===== src/rtl/ps2_joypad_decoder_pkg.sv =====
// Shared definitions for the PS/2 keyboard to NES joypad decoder.
// Holds scan-code constants, button bit indices, receiver FSM states and the
// key-to-button lookup used by the top-level decoder.
package ps2_joypad_decoder_pkg;

  // Receiver framing states
  typedef enum logic [1:0] {
    StIdle,
    StData,
    StParity,
    StStop
  } rx_state_e;

  // Prefix bytes
  localparam logic [7:0] ScExt = 8'hE0;
  localparam logic [7:0] ScBrk = 8'hF0;

  // Key codes (arrows are only meaningful after the E0 prefix)
  localparam logic [7:0] ScKeyA      = 8'h22;  // X
  localparam logic [7:0] ScKeyB      = 8'h1A;  // Z
  localparam logic [7:0] ScKeySelect = 8'h59;  // right shift
  localparam logic [7:0] ScKeyStart  = 8'h5A;  // enter
  localparam logic [7:0] ScKeyUp     = 8'h75;
  localparam logic [7:0] ScKeyDown   = 8'h72;
  localparam logic [7:0] ScKeyLeft   = 8'h6B;
  localparam logic [7:0] ScKeyRight  = 8'h74;

  // Button bit positions in NES shift order
  localparam logic [2:0] BtnA      = 3'd0;
  localparam logic [2:0] BtnB      = 3'd1;
  localparam logic [2:0] BtnSelect = 3'd2;
  localparam logic [2:0] BtnStart  = 3'd3;
  localparam logic [2:0] BtnUp     = 3'd4;
  localparam logic [2:0] BtnDown   = 3'd5;
  localparam logic [2:0] BtnLeft   = 3'd6;
  localparam logic [2:0] BtnRight  = 3'd7;

  typedef struct packed {
    logic       hit;
    logic [2:0] idx;
  } btn_map_t;

  // Extended and non-extended codes live in disjoint tables: keypad arrows
  // (no prefix) and keypad enter (E0 5A) deliberately miss.
  function automatic btn_map_t map_key(input logic ext, input logic [7:0] code);
    btn_map_t m;
    m.hit = 1'b1;
    m.idx = BtnA;
    if (!ext) begin
      case (code)
        ScKeyA:      m.idx = BtnA;
        ScKeyB:      m.idx = BtnB;
        ScKeySelect: m.idx = BtnSelect;
        ScKeyStart:  m.idx = BtnStart;
        default:     m.hit = 1'b0;
      endcase
    end else begin
      case (code)
        ScKeyUp:    m.idx = BtnUp;
        ScKeyDown:  m.idx = BtnDown;
        ScKeyLeft:  m.idx = BtnLeft;
        ScKeyRight: m.idx = BtnRight;
        default:    m.hit = 1'b0;
      endcase
    end
    return m;
  endfunction

endpackage


===== src/rtl/ps2_joypad_decoder_rx.sv =====
// PS/2 receiver: synchronises and glitch-filters k_c/k_d, deframes 11-bit
// frames on filtered k_c falling edges and abandons stalled frames.
// Ports:
//   clk, rst        system clock, async active-low reset
//   k_c, k_d        raw PS/2 clock/data (asynchronous, idle high)
//   rx_byte         deframed byte (valid while rx_valid)
//   rx_valid        strobe: good frame in the current cycle
//   rx_perr         strobe: stop bit ok but odd parity failed
//   rx_ferr         strobe: bad stop bit or mid-frame timeout
module ps2_joypad_decoder_rx
  import ps2_joypad_decoder_pkg::*;
#(
  parameter int unsigned FILTER_LEN     = 8,
  parameter int unsigned TIMEOUT_CYCLES = 25000
) (
  input  logic       clk,
  input  logic       rst,
  input  logic       k_c,
  input  logic       k_d,
  output logic [7:0] rx_byte,
  output logic       rx_valid,
  output logic       rx_perr,
  output logic       rx_ferr
);

  localparam int unsigned FiltW = $clog2(FILTER_LEN + 1);
  localparam int unsigned TmoW  = (TIMEOUT_CYCLES > 1) ? $clog2(TIMEOUT_CYCLES) : 1;

  // Bit 0 carries k_c, bit 1 carries k_d
  logic [1:0]            sync1_q, sync2_q;
  logic [1:0]            filt_q, filt_d;
  logic [1:0][FiltW-1:0] fcnt_q, fcnt_d;
  logic                  kc_prev_q;

  always_comb begin
    filt_d = filt_q;
    fcnt_d = fcnt_q;
    for (int i = 0; i < 2; i++) begin
      if (sync2_q[i] == filt_q[i]) begin
        fcnt_d[i] = '0;
      end else if (fcnt_q[i] == FiltW'(FILTER_LEN - 1)) begin
        filt_d[i] = sync2_q[i];
        fcnt_d[i] = '0;
      end else begin
        fcnt_d[i] = fcnt_q[i] + FiltW'(1);
      end
    end
  end

  always_ff @(posedge clk or negedge rst) begin
    if (!rst) begin
      sync1_q   <= 2'b11;
      sync2_q   <= 2'b11;
      filt_q    <= 2'b11;
      fcnt_q    <= '0;
      kc_prev_q <= 1'b1;
    end else begin
      sync1_q   <= {k_d, k_c};
      sync2_q   <= sync1_q;
      filt_q    <= filt_d;
      fcnt_q    <= fcnt_d;
      kc_prev_q <= filt_q[0];
    end
  end

  logic fall, kd;
  assign fall = kc_prev_q & ~filt_q[0];
  assign kd   = filt_q[1];

  rx_state_e       state_q;
  logic [2:0]      bit_cnt_q;
  logic [7:0]      shift_q;
  logic            parity_q;
  logic [TmoW-1:0] tmo_cnt_q;
  logic            tmo_hit, par_ok, in_stop;

  // An edge in the same cycle as expiry wins, so the frame keeps going
  assign tmo_hit = (state_q != StIdle) && !fall && (tmo_cnt_q == TmoW'(TIMEOUT_CYCLES - 1));
  assign par_ok  = ^{shift_q, parity_q};
  assign in_stop = fall && (state_q == StStop);

  assign rx_byte  = shift_q;
  assign rx_valid = in_stop && kd && par_ok;
  assign rx_perr  = in_stop && kd && !par_ok;
  assign rx_ferr  = (in_stop && !kd) || tmo_hit;

  always_ff @(posedge clk or negedge rst) begin
    if (!rst) begin
      state_q   <= StIdle;
      bit_cnt_q <= '0;
      shift_q   <= '0;
      parity_q  <= 1'b0;
      tmo_cnt_q <= '0;
    end else begin
      if (state_q == StIdle || fall || tmo_hit) begin
        tmo_cnt_q <= '0;
      end else begin
        tmo_cnt_q <= tmo_cnt_q + TmoW'(1);
      end

      if (fall) begin
        unique case (state_q)
          StIdle: begin
            if (!kd) begin
              state_q   <= StData;
              bit_cnt_q <= '0;
            end
          end
          StData: begin
            shift_q   <= {kd, shift_q[7:1]};
            bit_cnt_q <= bit_cnt_q + 3'd1;
            if (bit_cnt_q == 3'd7) state_q <= StParity;
          end
          StParity: begin
            parity_q <= kd;
            state_q  <= StStop;
          end
          StStop: state_q <= StIdle;
          default: state_q <= StIdle;
        endcase
      end else if (tmo_hit) begin
        state_q <= StIdle;
      end
    end
  end

endmodule


===== src/rtl/ps2_joypad_decoder.sv =====
// PS/2 keyboard to NES joypad state decoder.
// Tracks E0/F0 prefixes over received bytes and maintains an 8-bit button
// word (1 = pressed) read by the memory controller as joycon state.
// Ports:
//   clk, rst     25 MHz system clock, async active-low reset
//   k_c, k_d     raw PS/2 clock/data
//   joy_state    buttons: A,B,Select,Start,Up,Down,Left,Right (bit0..7)
//   scan_code    last correctly framed byte
//   byte_valid   one-cycle pulse when scan_code updates
//   parity_err   one-cycle pulse on parity failure
//   frame_err    one-cycle pulse on bad stop bit or timeout
module ps2_joypad_decoder
  import ps2_joypad_decoder_pkg::*;
#(
  parameter int unsigned FILTER_LEN     = 8,
  parameter int unsigned TIMEOUT_CYCLES = 25000
) (
  input  logic       clk,
  input  logic       rst,
  input  logic       k_c,
  input  logic       k_d,
  output logic [7:0] joy_state,
  output logic [7:0] scan_code,
  output logic       byte_valid,
  output logic       parity_err,
  output logic       frame_err
);

  logic [7:0] rx_byte;
  logic       rx_valid, rx_perr, rx_ferr;

  ps2_joypad_decoder_rx #(
    .FILTER_LEN    (FILTER_LEN),
    .TIMEOUT_CYCLES(TIMEOUT_CYCLES)
  ) u_rx (
    .clk     (clk),
    .rst     (rst),
    .k_c     (k_c),
    .k_d     (k_d),
    .rx_byte (rx_byte),
    .rx_valid(rx_valid),
    .rx_perr (rx_perr),
    .rx_ferr (rx_ferr)
  );

  logic [7:0] joy_q, joy_d, scan_q, scan_d;
  logic       valid_q, perr_q, ferr_q;
  logic       ext_q, ext_d, brk_q, brk_d;
  btn_map_t   map;

  always_comb begin
    joy_d  = joy_q;
    scan_d = scan_q;
    ext_d  = ext_q;
    brk_d  = brk_q;
    map    = map_key(ext_q, rx_byte);
    if (rx_valid) begin
      scan_d = rx_byte;
      if (rx_byte == ScExt) begin
        ext_d = 1'b1;
      end else if (rx_byte == ScBrk) begin
        brk_d = 1'b1;
      end else begin
        if (map.hit) joy_d[map.idx] = ~brk_q;
        ext_d = 1'b0;
        brk_d = 1'b0;
      end
    end else if (rx_perr || rx_ferr) begin
      // A corrupted byte may have been the key following a prefix
      ext_d = 1'b0;
      brk_d = 1'b0;
    end
  end

  always_ff @(posedge clk or negedge rst) begin
    if (!rst) begin
      joy_q   <= '0;
      scan_q  <= '0;
      valid_q <= 1'b0;
      perr_q  <= 1'b0;
      ferr_q  <= 1'b0;
      ext_q   <= 1'b0;
      brk_q   <= 1'b0;
    end else begin
      joy_q   <= joy_d;
      scan_q  <= scan_d;
      valid_q <= rx_valid;
      perr_q  <= rx_perr;
      ferr_q  <= rx_ferr;
      ext_q   <= ext_d;
      brk_q   <= brk_d;
    end
  end

  assign joy_state  = joy_q;
  assign scan_code  = scan_q;
  assign byte_valid = valid_q;
  assign parity_err = perr_q;
  assign frame_err  = ferr_q;

endmodule


===== config.mk =====
export PLATFORM = sky130hd
export DESIGN_NAME = ps2_joypad_decoder
export DESIGN_NICKNAME = d
export VERILOG_FILES = /design/src/rtl/ps2_joypad_decoder_pkg.sv /design/src/rtl/ps2_joypad_decoder_rx.sv /design/src/rtl/ps2_joypad_decoder.sv
export SDC_FILE = /design/constraint.sdc
export NUM_CORES = 1
export LEC_CHECK = 0
export CAP_MARGIN = 5
export CORE_UTILIZATION = 40
export DETAILED_ROUTE_END_ITERATION = 8
export DONT_BUFFER_PORTS = 1
export GPL_TIMING_DRIVEN = 0
export PLACE_DENSITY = 0.54
export SKIP_CTS_REPAIR_TIMING = 1
export SLEW_MARGIN = 20
export SYNTH_ARGS = -nofsm -noshare
export SYNTH_HDL_FRONTEND = slang
export SYNTH_SLANG_ARGS = --single-unit

===== constraint.sdc =====
create_clock -name clk -period 2.4 [get_ports clk]
set_clock_uncertainty 0.05 [all_clocks]
set_input_delay 0.6 -clock clk [delete_from_list [all_inputs] [get_ports clk]]
set_output_delay 0.6 -clock clk [all_outputs]
set_load 0.02 [all_outputs]

==> flow_metrics.tcl, run 1 <==
set metrics [dict create \
    start_util_pct 42.26 \
    avgRoutedWirePerCell_um 13.79 \
    async_flop_share_pct 100.0 \
    syn_area_per_cell_um2 11.26 \
    irDropWorstVdd_mv 0.3576 \
    ant_nets 0 \
    area_growth_pct 13.03 \
    cts_tree "yes" \
    grtUsageTotal_pct 14.57 \
    fillers 699 \
    synth_cell_types 50 \
    coreArea_um2 7408 \
    r2r_cells 6 \
    status "completed" \
    yosysWarnings 0 \
    gp_congestion 0.7979 \
    path_class "reg2reg" \
    die_x_um 90.47 \
    n_antenna_cell 0 \
    grt_pass1_wl_um 9349 \
    yosys.area_share.simple_pct 18.19 \
    synth_top_family_by_area "simple AND/OR/NAND/NOR gates" \
    drive_above_1_share_pct 20.40 \
    cpMaxStageDelayCell "xnor3_2" \
    finalCritPeriodShare_pct 91.46 \
    netlist_top_cells_area "dfrtp_1 46%, dfstp_2 5.9%, mux2_2 5.8%" \
    fmax_ghz 0.4556 \
    synthAdderAreaFrac_pct 3.997 \
    min_path_type "in2async" \
    cp.buffers_inverters 1 \
    root_buffer "clkbuf_8" \
    yosysTopAreaCell "dfrtp_1" \
    cts.sinks 65 \
    max_cap_viol_count 0 \
    path_clk_slew_ps 80 \
    critPathLaunchType "register" \
    viasPerCell 4.955 \
    p_seq_share_pct 48.7 \
    min_period_ps 2195 \
    ys_ff_latch 65 \
    syn-instance-count 278 \
    pin_count 23 \
    synth_compound_area_share_pct 4.716 \
    finalSetupViolations 0 \
    worstSetupEndpointType "register" \
    max_stage_delay_ps 500 \
    synth_top_flop_cell "dfrtp_1" \
    num_rows 31 \
    yosys.area.top_type_share_pct 46.36 \
    yosysSeqAreaShare_pct 52.24 \
    cts_max_path_buffers 2 \
    synth.area.mux_share_pct 8.953 \
    cp_cell_sequence "clkbuf_2, xnor2_1, xnor2_1, xnor3_2, nor2_8, mux2_2" \
    cpMostUsedCell "xnor2_1" \
    arrival_ps 2380 \
    cellPowerDensity_nw_per_um2 727.2 \
    synth_edf_count 0 \
    path_delay_family "XOR/XNOR gates" \
    power_mw 2.573 \
    grt_pass1_vias 1946 \
    sw_frac_of_total_pct 26.17 \
    drtIter0Drc 85 \
    hold_viol 0 \
    pwr-share-clk_pct 40.9 \
    netlist_area_um2 3131 \
    power_switching_mw 0.6735 \
    vias 1972 \
    die_h_um 90.47 \
    die-area_um2 8184 \
    max_slew.worst_pin.slew_ps 513.5 \
    setup-tns-final_ps 0 \
    internal_power_mw 1.900 \
    rsz0062_at_grt "false" \
    slew_headroom_pct 65.46 \
    port-buffer-count 0 \
    required_ps 2590 \
    globalRouteOverflowTotal 0 \
    final_nets 308 \
    p_leak_nw 1.549 \
    crit_start "u_rx.rx_byte[6]$_DFFE_PN0P_" \
    drc 0 \
    whs_ps 42.38 \
    antenna_found_initial 0 \
    mostFrequentLayoutCells "58 x dfrtp_1, 29 x nor2_1, 18 x nand2_1" \
    clk_latency_ps 340 \
    syn_nets 292 \
    cts-htree-levels 3 \
    cp.depth 6 \
    combPwrFrac_pct 10.3 \
    grt_start_max_net_pins 66 \
    synthXorXnorAreaFrac_pct 7.474 \
    dr.pass1.iters 4 \
    place_hpwl_um 3585 \
    cts_made_buffers 9 \
    drt-total-wl_um 5489 \
    timing.rr.start "u_rx.rx_byte[6]$_DFFE_PN0P_" \
    path_max_fanout 8 \
    final-max-slew-violation-count 0 \
    layout_commonest_cell "dfrtp_1" \
]
power by group through the flow:
stage                     Clock (mW)  Combinational [mW]  Sequential, mW
after floorplan                    0               0.202            1.26
after global placement             0               0.243            1.27
after detailed placement           0               0.248            1.27
after CTS                       1.09               0.249            1.25
after global routing            1.14               0.306            1.26
final                           1.05               0.266            1.25
cells by family (layout without fill, tap and decap cells):
logic type                 count (synthesis)  count (layout)
buffers and inverters                     27              48
muxes                                     26              26
and+or+nand+nor                          102             102
AOI/OAI and AO/OA                         23              23
xor gates and xnor gates                  25              25
DFF                                       65              65
adders and majority gates                 10              10
Yosys cell counts, drive strengths merged, types with 2 or more instances:
master   count
nand2       18
buf          7
mux2i       10
dfstp        7
mux2        16
a32o         2
a21oi        6
inv         16
nand2b       2
o21ai        9
and3         2
nand4b       2
xor2         8
ha          10
xnor2       16
or3          3
dfrtp       58
nor2b        3
and4         3
nor3         8
nand4        3
nor4         4
nand3       12
nand4bb      2
and2         2
nor2        30
clkbuf       4
state kept, by name (all words and copies together), names as in the netlist:
signal / count
brk_q: 1
byte_valid: 1
ext_q: 1
frame_err: 1
joy_state: 8
parity_err: 1
scan_code: 8
u_rx.bit_cnt_q: 3
u_rx.fcnt_q: 8
u_rx.filt_q: 2
u_rx.kc_prev_q: 1
u_rx.parity_q: 1
u_rx.rx_byte: 8
u_rx.state_q: 2
u_rx.sync1_q: 2
u_rx.sync2_q: 2
u_rx.tmo_cnt_q: 15
cell type report:
class                      count  area [um^2]  area share (%)
sequential                    65         1635           46.22
multi-input combinational    186         1356           38.33
clock buffer                   9        123.9           3.501
tap                           99        123.9           3.501
clock inverter                 7        102.6           2.900
buffer                        11        78.83           2.228
inverter                      16        60.06           1.697
timing repair buffer           5        57.56           1.627
metal layers:
metal / part of all wire [%] / track usage (%) / routed length [um]
met5: 0 / 0 / 0
met4: 0.95 / 4.435 / 52
met3: 3.6 / 5.640 / 195
met2: 48 / 23.42 / 2630
met1: 48 / 18.02 / 2611
per-stage QoR:
step	cells	setup slack, ps	util [%]	area (um^2)
final	398	204.9	47.76	3538
after global routing	398	69.36	47.76	3538
after CTS	393	-90.46	46.99	3481
after detailed placement	377	-61.77	43.93	3254
after global placement	377	-47.57	43.93	3254
after floorplan	278	246.4	-	3131
worst paths after layout:
path	end	slack, ps
max in group asynchronous	u_rx.tmo_cnt_q[11]$_DFF_PN0_	1990
worst max register to register	scan_code[2]$_DFFE_PN0N_	200
worst min register to register	u_rx.sync2_q[0]$_DFF_PN1_	310
worst min-delay path	u_rx.filt_q[1]$_DFFE_PN1P_	40
worst max-delay path	scan_code[2]$_DFFE_PN0N_	200
min in group clk	u_rx.sync1_q[1]$_DFF_PN1_	200
Note: power is estimated with default switching activity, not from simulation.
==> inputs of run 2 (changes only) <==
- REMOVE_ABC_BUFFERS: default -> 1
==> flow_metrics.tcl, run 2 (same netlist as run 1, synthesis figures left out) <==
set metrics [dict create \
    vias 1964 \
    grt_start_max_net_pins 66 \
    grt_pass1_wl_um 9066 \
    p_leak_nw 1.497 \
    final-max-slew-violation-count 0 \
    ff_latch_area_um2 1635 \
    clk_latency_ps 330 \
    min_path_type "in2async" \
    final_nets 295 \
    rsz0062_at_grt "false" \
    start_util_pct 42.26 \
    num_rows 31 \
    drtIter0Drc 60 \
    critPathLaunchType "register" \
    finalSetupViolations 0 \
    mostFrequentLayoutCells "58 x dfrtp_1, 29 x nor2_1, 18 x nand2_1" \
    viasPerCell 5.101 \
    path_clk_slew_ps 70 \
    cts-htree-levels 3 \
    drive_above_1_share_pct 16.78 \
    area_growth_pct 9.952 \
    setup_slack_ps 172.7 \
    coreArea_um2 7408 \
    cts.sinks 65 \
    dr.pass1.iters 5 \
    finalCritPeriodShare_pct 92.81 \
    fmax_ghz 0.4490 \
    max_slew.worst_pin.slew_ps 888.5 \
    avgRoutedWirePerCell_um 13.92 \
    hold_viol 0 \
    multiInputGateArea_um2 1356 \
    min_period_ps 2227 \
    root_buffer "clkbuf_8" \
    fillers 702 \
    grt_pass1_vias 1913 \
    setup-tns-final_ps 0 \
    slew_headroom_pct 40.34 \
    required_ps 2570 \
    r2r_cells 5 \
    cts_made_buffers 9 \
    r2r_end "scan_code[1]$_DFFE_PN0N_" \
    globalRouteOverflowTotal 0 \
    layout_commonest_cell "dfrtp_1" \
    cts_max_path_buffers 2 \
    grt_use_met2_pct 21.28 \
    drc 0 \
    use_met1_pct 18.53 \
    top_usage_layer "met2" \
    die_h_um 90.47 \
    die-area_um2 8184 \
    worstSetupEndpointType "register" \
    instances_no_fill 385 \
    whs_ps 53.58 \
    dp_cells 366 \
    drt-total-wl_um 5359 \
    largest-register "u_rx.tmo_cnt_q" \
    largest_reg_flops 15 \
    status "completed" \
    path_class "reg2reg" \
    gp_congestion 0.7865 \
    cts_tree "yes" \
    grt_use_met3_pct 3.620 \
    antenna_found_initial 0 \
    place_hpwl_um 3486 \
    grtUsageTotal_pct 14.01 \
    arrival_ps 2390 \
    post-place-ws_ps 107.3 \
    max_cap_viol_count 0 \
    die_x_um 90.47 \
    port-buffer-count 0 \
    irDropWorstVdd_mv 0.3057 \
    path_max_fanout 10 \
    pin_count 23 \
    ant_nets 0 \
    r2r_setup_slack_ps 170 \
    n_antenna_cell 0 \
    cellPowerDensity_nw_per_um2 740.7 \
    timing.rr.start "u_rx.rx_byte[2]$_DFFE_PN0P_" \
]
-- run 2: cell count changes in the layout (fill, tap and decap cells not counted), sizes merged --
| cell | before | now |
|---|---|---|
| clkinvlp | 1 | 0 |
| buf | 12 | 3 |
| inv | 18 | 16 |
| clkinv | 2 | 1 |
-- run 2: per-layer routing --
layer	vias up	part of all wire, %	wire, um
li1	960	-	-
met4	0	1.9	102
met2	35	46	2453
met1	961	49	2631
met3	8	3.2	172
met5	-	0	0
-- run 2: worst max-delay path, cell delays in order, from the launching register on --
cell     delay (ps)
dfrtp_1         590
xnor2_1         140
xnor2_1         280
xnor3_2         510
nor2_8          190
mux2_2          360
-- run 2: layout make-up --
class                           instances  share of cell area [%]
Sequential cell                        65                   47.51
Timing Repair Buffer                    3                   1.236
Multi-Input combinational cell        186                   39.40
Inverter                               16                   1.745
Clock inverter                          3                   1.890
Clock buffer                           13                   4.616
Tap cell                               99                   3.599
-- run 2: stage by stage --
step / power (mW) / instance area, um^2 / utilization (%)
3_5_place_dp: 1.513 / 3176 / 42.86
4_1_cts: 2.571 / 3400 / 45.89
5_1_grt: 2.686 / 3442 / 46.46
6_report: 2.549 / 3442 / 46.46
3_3_place_gp: 1.503 / 3176 / 42.86
2_1_floorplan: 1.452 / 3052 / -
-- run 2: power by group --
group	internal, mW	switching (mW)	leakage [nW]	total (mW)
combinational	0.102	0.141	0.506	0.243
clock	0.641	0.393	0.114	1.03
sequential	1.20	0.0761	0.878	1.27
-- run 2: worst max path at each step --
stage | startpoint | end | slack (ps)
floorplan | u_rx.filt_q[1]$_DFFE_PN1P_ | joy_state[1]$_DFFE_PN0P_ | 330
global placement | u_rx.filt_q[1]$_DFFE_PN1P_ | joy_state[1]$_DFFE_PN0P_ | 70
detailed placement | u_rx.filt_q[1]$_DFFE_PN1P_ | joy_state[1]$_DFFE_PN0P_ | 110
CTS | u_rx.filt_q[1]$_DFFE_PN1P_ | joy_state[1]$_DFFE_PN0P_ | 60
global route | u_rx.kc_prev_q$_DFF_PN1_ | u_rx.bit_cnt_q[1]$_DFFE_PN0P_ | 20
finish | u_rx.rx_byte[2]$_DFFE_PN0P_ | scan_code[1]$_DFFE_PN0N_ | 170
